### src/rtl/sprite_mixer.sv
// N-channel registered priority sprite compositor with per-frame collision reporting.
// Collision logic is built only when SPRITE_MIXER_COLLIDE_EN is defined.
module sprite_mixer #(
    parameter int unsigned NSPR  = 4,
    parameter int unsigned CIDXW = 2,
    parameter int unsigned IDW   = (NSPR > 1) ? $clog2(NSPR) : 1,
    parameter int unsigned CNTW  = 8
) (
    input  logic                   clk,
    input  logic                   rst_n,
    input  logic                   frame,
    input  logic                   bright,
    input  logic [NSPR-1:0]        spr_en,
    input  logic [NSPR-1:0]        spr_drawing,
    input  logic [NSPR*CIDXW-1:0]  spr_pix,
    output logic [CIDXW-1:0]       pix,
    output logic                   drawing,
    output logic [IDW-1:0]         hit_id,
    output logic [NSPR-1:0]        coll_vec,
    output logic                   coll_any,
    output logic [CNTW-1:0]        coll_cnt
);

    logic [NSPR-1:0]  w_opaque;
    logic [CIDXW-1:0] w_win_pix;
    logic [IDW-1:0]   w_win_id;
    logic             w_any;

    logic [CIDXW-1:0] r_pix;
    logic             r_drawing;
    logic [IDW-1:0]   r_hit_id;

    // A channel is opaque only when enabled, drawing, non-transparent and in active video.
    always_comb begin
        w_opaque = '0;
        for (int i = 0; i < int'(NSPR); i++) begin
            w_opaque[i] = spr_en[i] & spr_drawing[i] & bright
                        & (spr_pix[i*CIDXW +: CIDXW] != '0);
        end
    end

    // Lowest-index opaque channel sits on top.
    always_comb begin
        w_win_pix = '0;
        w_win_id  = '0;
        w_any     = 1'b0;
        for (int i = 0; i < int'(NSPR); i++) begin
            if (w_opaque[i] && !w_any) begin
                w_win_pix = spr_pix[i*CIDXW +: CIDXW];
                w_win_id  = IDW'(i);
                w_any     = 1'b1;
            end
        end
    end

    always_ff @(posedge clk or negedge rst_n) begin
        if (!rst_n) begin
            r_pix     <= '0;
            r_drawing <= 1'b0;
            r_hit_id  <= '0;
        end else begin
            r_pix     <= w_win_pix;
            r_drawing <= w_any;
            r_hit_id  <= w_win_id;
        end
    end

    assign pix     = r_pix;
    assign drawing = r_drawing;
    assign hit_id  = r_hit_id;

`ifdef SPRITE_MIXER_COLLIDE_EN
    localparam int unsigned PCW = $clog2(NSPR + 1);

    logic [PCW-1:0]  w_popcnt;
    logic [NSPR-1:0] w_coll;

    logic [NSPR-1:0] r_coll_acc;
    logic [NSPR-1:0] r_coll_vec;
    logic            r_coll_any;
    logic [CNTW-1:0] r_coll_cnt;

    // Compare in 32 bits so a 1-bit popcount (NSPR=1) never aliases the threshold of 2.
    always_comb begin
        w_popcnt = '0;
        for (int i = 0; i < int'(NSPR); i++) begin
            w_popcnt = w_popcnt + PCW'(w_opaque[i]);
        end
        w_coll = (32'(w_popcnt) >= 32'd2) ? w_opaque : '0;
    end

    // On a frame pulse the current cycle's collisions open the new accumulation window.
    always_ff @(posedge clk or negedge rst_n) begin
        if (!rst_n) begin
            r_coll_acc <= '0;
            r_coll_vec <= '0;
            r_coll_any <= 1'b0;
            r_coll_cnt <= '0;
        end else if (frame) begin
            r_coll_vec <= r_coll_acc;
            r_coll_any <= |r_coll_acc;
            r_coll_acc <= w_coll;
            if ((r_coll_acc != '0) && (r_coll_cnt != '1)) begin
                r_coll_cnt <= r_coll_cnt + CNTW'(1);
            end
        end else begin
            r_coll_acc <= r_coll_acc | w_coll;
        end
    end

    assign coll_vec = r_coll_vec;
    assign coll_any = r_coll_any;
    assign coll_cnt = r_coll_cnt;
`else
    logic w_unused_frame;

    assign w_unused_frame = frame;
    assign coll_vec       = '0;
    assign coll_any       = 1'b0;
    assign coll_cnt       = '0;
`endif

endmodule

### config.mk
export PLATFORM = sky130hd
export DESIGN_NAME = sprite_mixer
export DESIGN_NICKNAME = d
export VERILOG_FILES = /design/src/rtl/sprite_mixer.sv
export SDC_FILE = /design/constraint.sdc
export NUM_CORES = 1
export LEC_CHECK = 0
export BUFFER_PORTS_ARGS = -buffer_cell sky130_fd_sc_hd__buf_2
export CAP_MARGIN = 5
export CORE_AREA = 2 2 39 41
export DETAILED_ROUTE_END_ITERATION = 7
export DIE_AREA = 0 0 41 43
export PLACE_DENSITY = 0.7
export SYNTH_ARGS = -nofsm -noshare
export SYNTH_HDL_FRONTEND = slang
export SYNTH_SLANG_ARGS = --single-unit
export TNS_END_PERCENT = 5
### constraint.sdc
create_clock -name clk -period 0.8 [get_ports clk]
set_input_delay 0.12 -clock clk [delete_from_list [all_inputs] [get_ports clk]]
set_output_delay 0.12 -clock clk [all_outputs]
set_load 0.01 [all_outputs]
Word-level counts from Yosys, hierarchy flattened

Cells that the tools add are included.

Flip-flop bits (word level): 5
Word-level logic and storage cells: 36
Output and inout port bits: 18

Mux-type cells: 11
Reduce and logical (&&, ||, !) cells: 10
Bitwise operators: 12

Operator list:

| operator           | count |
|---|---|
| bitwise AND 1 bit  | 12 |
| 2-to-1 mux 2 bit   | 6 |
| nonzero test 2 bit | 4 |
| 2-to-1 mux 1 bit   | 5 |
| logical AND 1 bit  | 3 |
| zero test 1 bit    | 3 |

Longest topological paths before layout

Word-level depth: 13
Mapped depth: 3

Worst setup path before layout

Ideal clock, no wire load.

Kind: input to register
Start point: input spr_pix[5]
End point: register r_drawing (netlist: drawing)
Stages on the path: 3
Data required time: 0.658 ns
Arrival: 0.643 ns
Buffers on the path: 0
Slack: 0.015 ns
Setup time: 0.142 ns
Cell sequence: or2_2 -> a21oi_1 -> nand3_1

Cells in the longest elaborated chain, start to end: 7

Ends and longest elaborated chain:

| what                 | line | source |
|---|---|---|
| from (decl)          | 15   | `input logic [NSPR*CIDXW-1:0] spr_pix,` |
| nonzero test 2 bit * | 38   | `& (spr_pix[i*CIDXW +: CIDXW] != '0);` |
| bitwise AND 1 bit *  | 38   |  |
| logical AND 1 bit *  | 48   | `if (w_opaque[i] && !w_any) begin` |
| 2-to-1 mux 1 bit *   | 48   |  |
| zero test 1 bit      | 48   |  |
| logical AND 1 bit    | 48   |  |
| 2-to-1 mux 1 bit *   | 48   |  |
| net w_any            | 27   | `logic w_any;` |
| to (signal assigned) | 63   | `r_drawing <= w_any;` |
| to (decl)            | 30   | `logic r_drawing;` |

The timed path passes the listed nets; every way through them passes the cells marked *.

Worst setup path after layout

Start point: register r_drawing (netlist: drawing)
End point: output drawing

RTL lines:

| what      | line | source |
|---|---|---|
| to (decl) | 17   | `output logic drawing,` |

No word-level cell between the ends.

==> run summary <==
The run finished, with violations left. The final reports fail on negative setup slack. The antenna cell count was 0.

On the critical path, the stage with the largest delay is an instance of sky130_fd_sc_hd__dfrtp_1. The total area inside the core boundary comes to 1380 µm². Gates resized during post-CTS repair numbered 0. The first global-routing pass estimated 1.20 mm of wire.

Dividing the detail-routed wire length by the instance count gives 8.78 µm. For the number of antenna violations at the first check in global routing, the log shows 0. Count of nets after finishing: 91.

For this run, design rule violations remaining after detail routing come to 0. The global-route usage over all layers is 10.0%, and the clock-pin slew on the worst setup and hold paths is 40 ps. Startpoint type of the worst setup path: a register. The critical path buffer and inverter count was 1. TritonCTS built the clock tree.

On the worst path, the slowest cell contributes a delay of 350 ps. Cells fill 37.5% of the core in the end. Based on the critical path, the design can be clocked at up to 1200 MHz. The flip-flop and latch count after synthesis was 5; the worst-case vdd ir drop was 0.307 mV. The arrival time at the worst endpoint was 710 ps. The final number of hold-violating endpoints is 0. For the final max-slew violation count, the log shows 0. The element type at the critical path end is a primary output.

The detailed-route via count is 377, and the mean instance size in the synthesized netlist is 9.40 µm². The areal power density over the cells was 1410 nW/µm²; the number of nets with antenna violations after routing was 0. The first detailed-routing pass took 2 iterations.

During synthesis, Yosys emitted a total of 0 warnings. Routability-driven placement finished with a final weighted congestion of 0.679. The die width works out to 41 µm. Timing analysis after detailed placement gives a worst setup slack of -166 ps. The H-tree depth was 1; the initial core utilization was 27.8%.

Cell type group with the largest total delay on the critical path: flip-flops. The analysis attributes to cell leakage a power of 0.286 nW. Summed over all nets, the half-perimeter wirelength after detailed placement is 701 µm. Summing all placed instances gives a cell area of 483 µm².

The die height is 43 µm. For the worst setup path, the data required time is 680 ps. Buffers added to address setup during post-CTS repair amount to 0.

After layout, the worst path uses 104% of the clock period. Post-route cell area: 519 µm². The category of the critical setup timing path was register to primary output.

The post-route netlist has 47.1% of its cells at a drive strength greater than 1. The die outline area is 1760 µm². The site row count is 14. The worst hold path belongs to the class primary input to register. The final-report setup violation count was 5; the leftover overflow at the end of global routing was 0.

CTS placed an instance of sky130_fd_sc_hd__clkbuf_4 at the clock tree root. Synthesis instantiated 16 different standard cells from the library. The area growth from synthesis to layout is 34.7%.

The tools report the number of instances in the synthesized netlist as 41. The run gives 32.5% as the part of the Yosys area used for sequential elements. CTS sink count: 5. During placement, the flow inserted port buffers numbering 23. The number of global-route vias before repair is 352. The first routing iteration left 4 violations. For the summed instance area of the synthesized netlist, the log shows 385 µm².

The setup slack of the critical path after layout was -33.5 ps; the maximum number of pins on one net before global-route repair was 9. The number of clock buffers added by TritonCTS is 3. Across the run, the number of max-cap violations was 0. For the I/O pin count, the log shows 38. The longest clock path from root to sink contains 2 buffers. The final critical-path required period was 833 ps; the average vias per placed instance was 4.38. The maximum fanout count along the critical path is 1. Traced cell by cell, the critical path runs through buf_2. Wires add up to 755 µm. Setup repair after global routing could not meet its margin everywhere.
[stage by stage]
step	total power, mW	hold WS, ps	instances	setup TNS, ps
detailed placement	0.457	-62.8	81	-642
CTS	0.749	142	86	-214
global placement	0.452	-67.6	81	-542
finish	0.732	147	86	-145
floorplan	0.411	-176	53	0
global route	0.794	155	86	-345
[registers in the layout, indices dropped and copies added (netlist names)]
name / flops
pix: 2
drawing: 1
hit_id: 2
[cells by family (layout without fill, tap and decap cells)]
| family | count (synthesis) | count (layout) | share of synthesized area, % |
|---|---|---|---|
| simple gates | 11 | 11 | 16.6 |
| other cells | 1 | 13 | 0.973 |
| compound gates | 11 | 11 | 24.7 |
| buf+inv | 13 | 30 | 25.3 |
| flops | 5 | 5 | 32.5 |
[path summary, 6_finish.rpt]
kind / start / cells after the start / endpoint
min in group asynchronous: rst_n / 2 / pix[1]
max in group asynchronous: rst_n / 2 / hit_id[1]
worst max-delay path: drawing / 1 / drawing
worst min-delay path: spr_pix[2] / 3 / pix[0]
[report_power, final]
| group | internal, mW | total [mW] | switching, mW |
|---|---|---|---|
| registers | 0.274 | 0.277 | 0.00362 |
| logic | 0.0779 | 0.179 | 0.101 |
| clock network | 0.188 | 0.276 | 0.0884 |
| total | 0.539 | 0.732 | 0.193 |
[layout make-up]
type / instances / area [µm²]
fillers: 149 / 865
clock buffers: 4 / 26.3
multi-input cells: 35 / 208
repair buffers: 26 / 140
well taps: 16 / 20.0
flip-flops and latches: 5 / 125
[per-layer routing]
metal	up-vias	global-route usage [%]	routed length (µm)
met1	174	8.65	242
met4	0	8.00	0
met5	-	0	0
met2	16	18.1	448
met3	0	1.57	64
li1	187	-	-
[synthesized netlist by cell type]
cell                        instances  share of area (%)
sky130_fd_sc_hd__a32oi_1            2                4.5
sky130_fd_sc_hd__o2111ai_1          2                4.5
sky130_fd_sc_hd__a21oi_1            1                1.3
sky130_fd_sc_hd__dfrtp_1            5                 32
sky130_fd_sc_hd__a21bo_1            1                2.6
sky130_fd_sc_hd__nor2_1             1               0.97
sky130_fd_sc_hd__nand2_1            1               0.97
sky130_fd_sc_hd__a21boi_2           1                2.9
sky130_fd_sc_hd__nand3_1            3                3.9
sky130_fd_sc_hd__or2_2              1                1.6
sky130_fd_sc_hd__and3_2             3                5.8
sky130_fd_sc_hd__buf_4             13                 25
sky130_fd_sc_hd__o2111a_1           1                2.9
sky130_fd_sc_hd__o211ai_1           3                5.8
sky130_fd_sc_hd__conb_1             1               0.97
sky130_fd_sc_hd__nand4_1            2                3.2
[placed cells by master, fill, tap and decap left out]
cell type	instances
sky130_fd_sc_hd__clkbuf_1	1
sky130_fd_sc_hd__a21bo_1	1
sky130_fd_sc_hd__clkbuf_4	3
sky130_fd_sc_hd__a32oi_1	2
sky130_fd_sc_hd__buf_2	23
sky130_fd_sc_hd__a21boi_2	1
sky130_fd_sc_hd__nand2_1	1
sky130_fd_sc_hd__dlygate4sd3_1	1
sky130_fd_sc_hd__or2_2	1
sky130_fd_sc_hd__and3_2	3
sky130_fd_sc_hd__o2111a_1	1
sky130_fd_sc_hd__o2111ai_1	2
sky130_fd_sc_hd__buf_4	2
sky130_fd_sc_hd__conb_1	13
sky130_fd_sc_hd__o211ai_1	3
sky130_fd_sc_hd__nor2_1	1
sky130_fd_sc_hd__a21oi_1	1
sky130_fd_sc_hd__nand4_1	2
sky130_fd_sc_hd__dfrtp_1	5
sky130_fd_sc_hd__nand3_1	3
[repair_timing]
item                       in CTS  in global routing
hold buffers                    1                  0
setup endpoints to repair       5                  5
hold endpoints to repair        5                  0
Power figures use the tool's default switching activity.
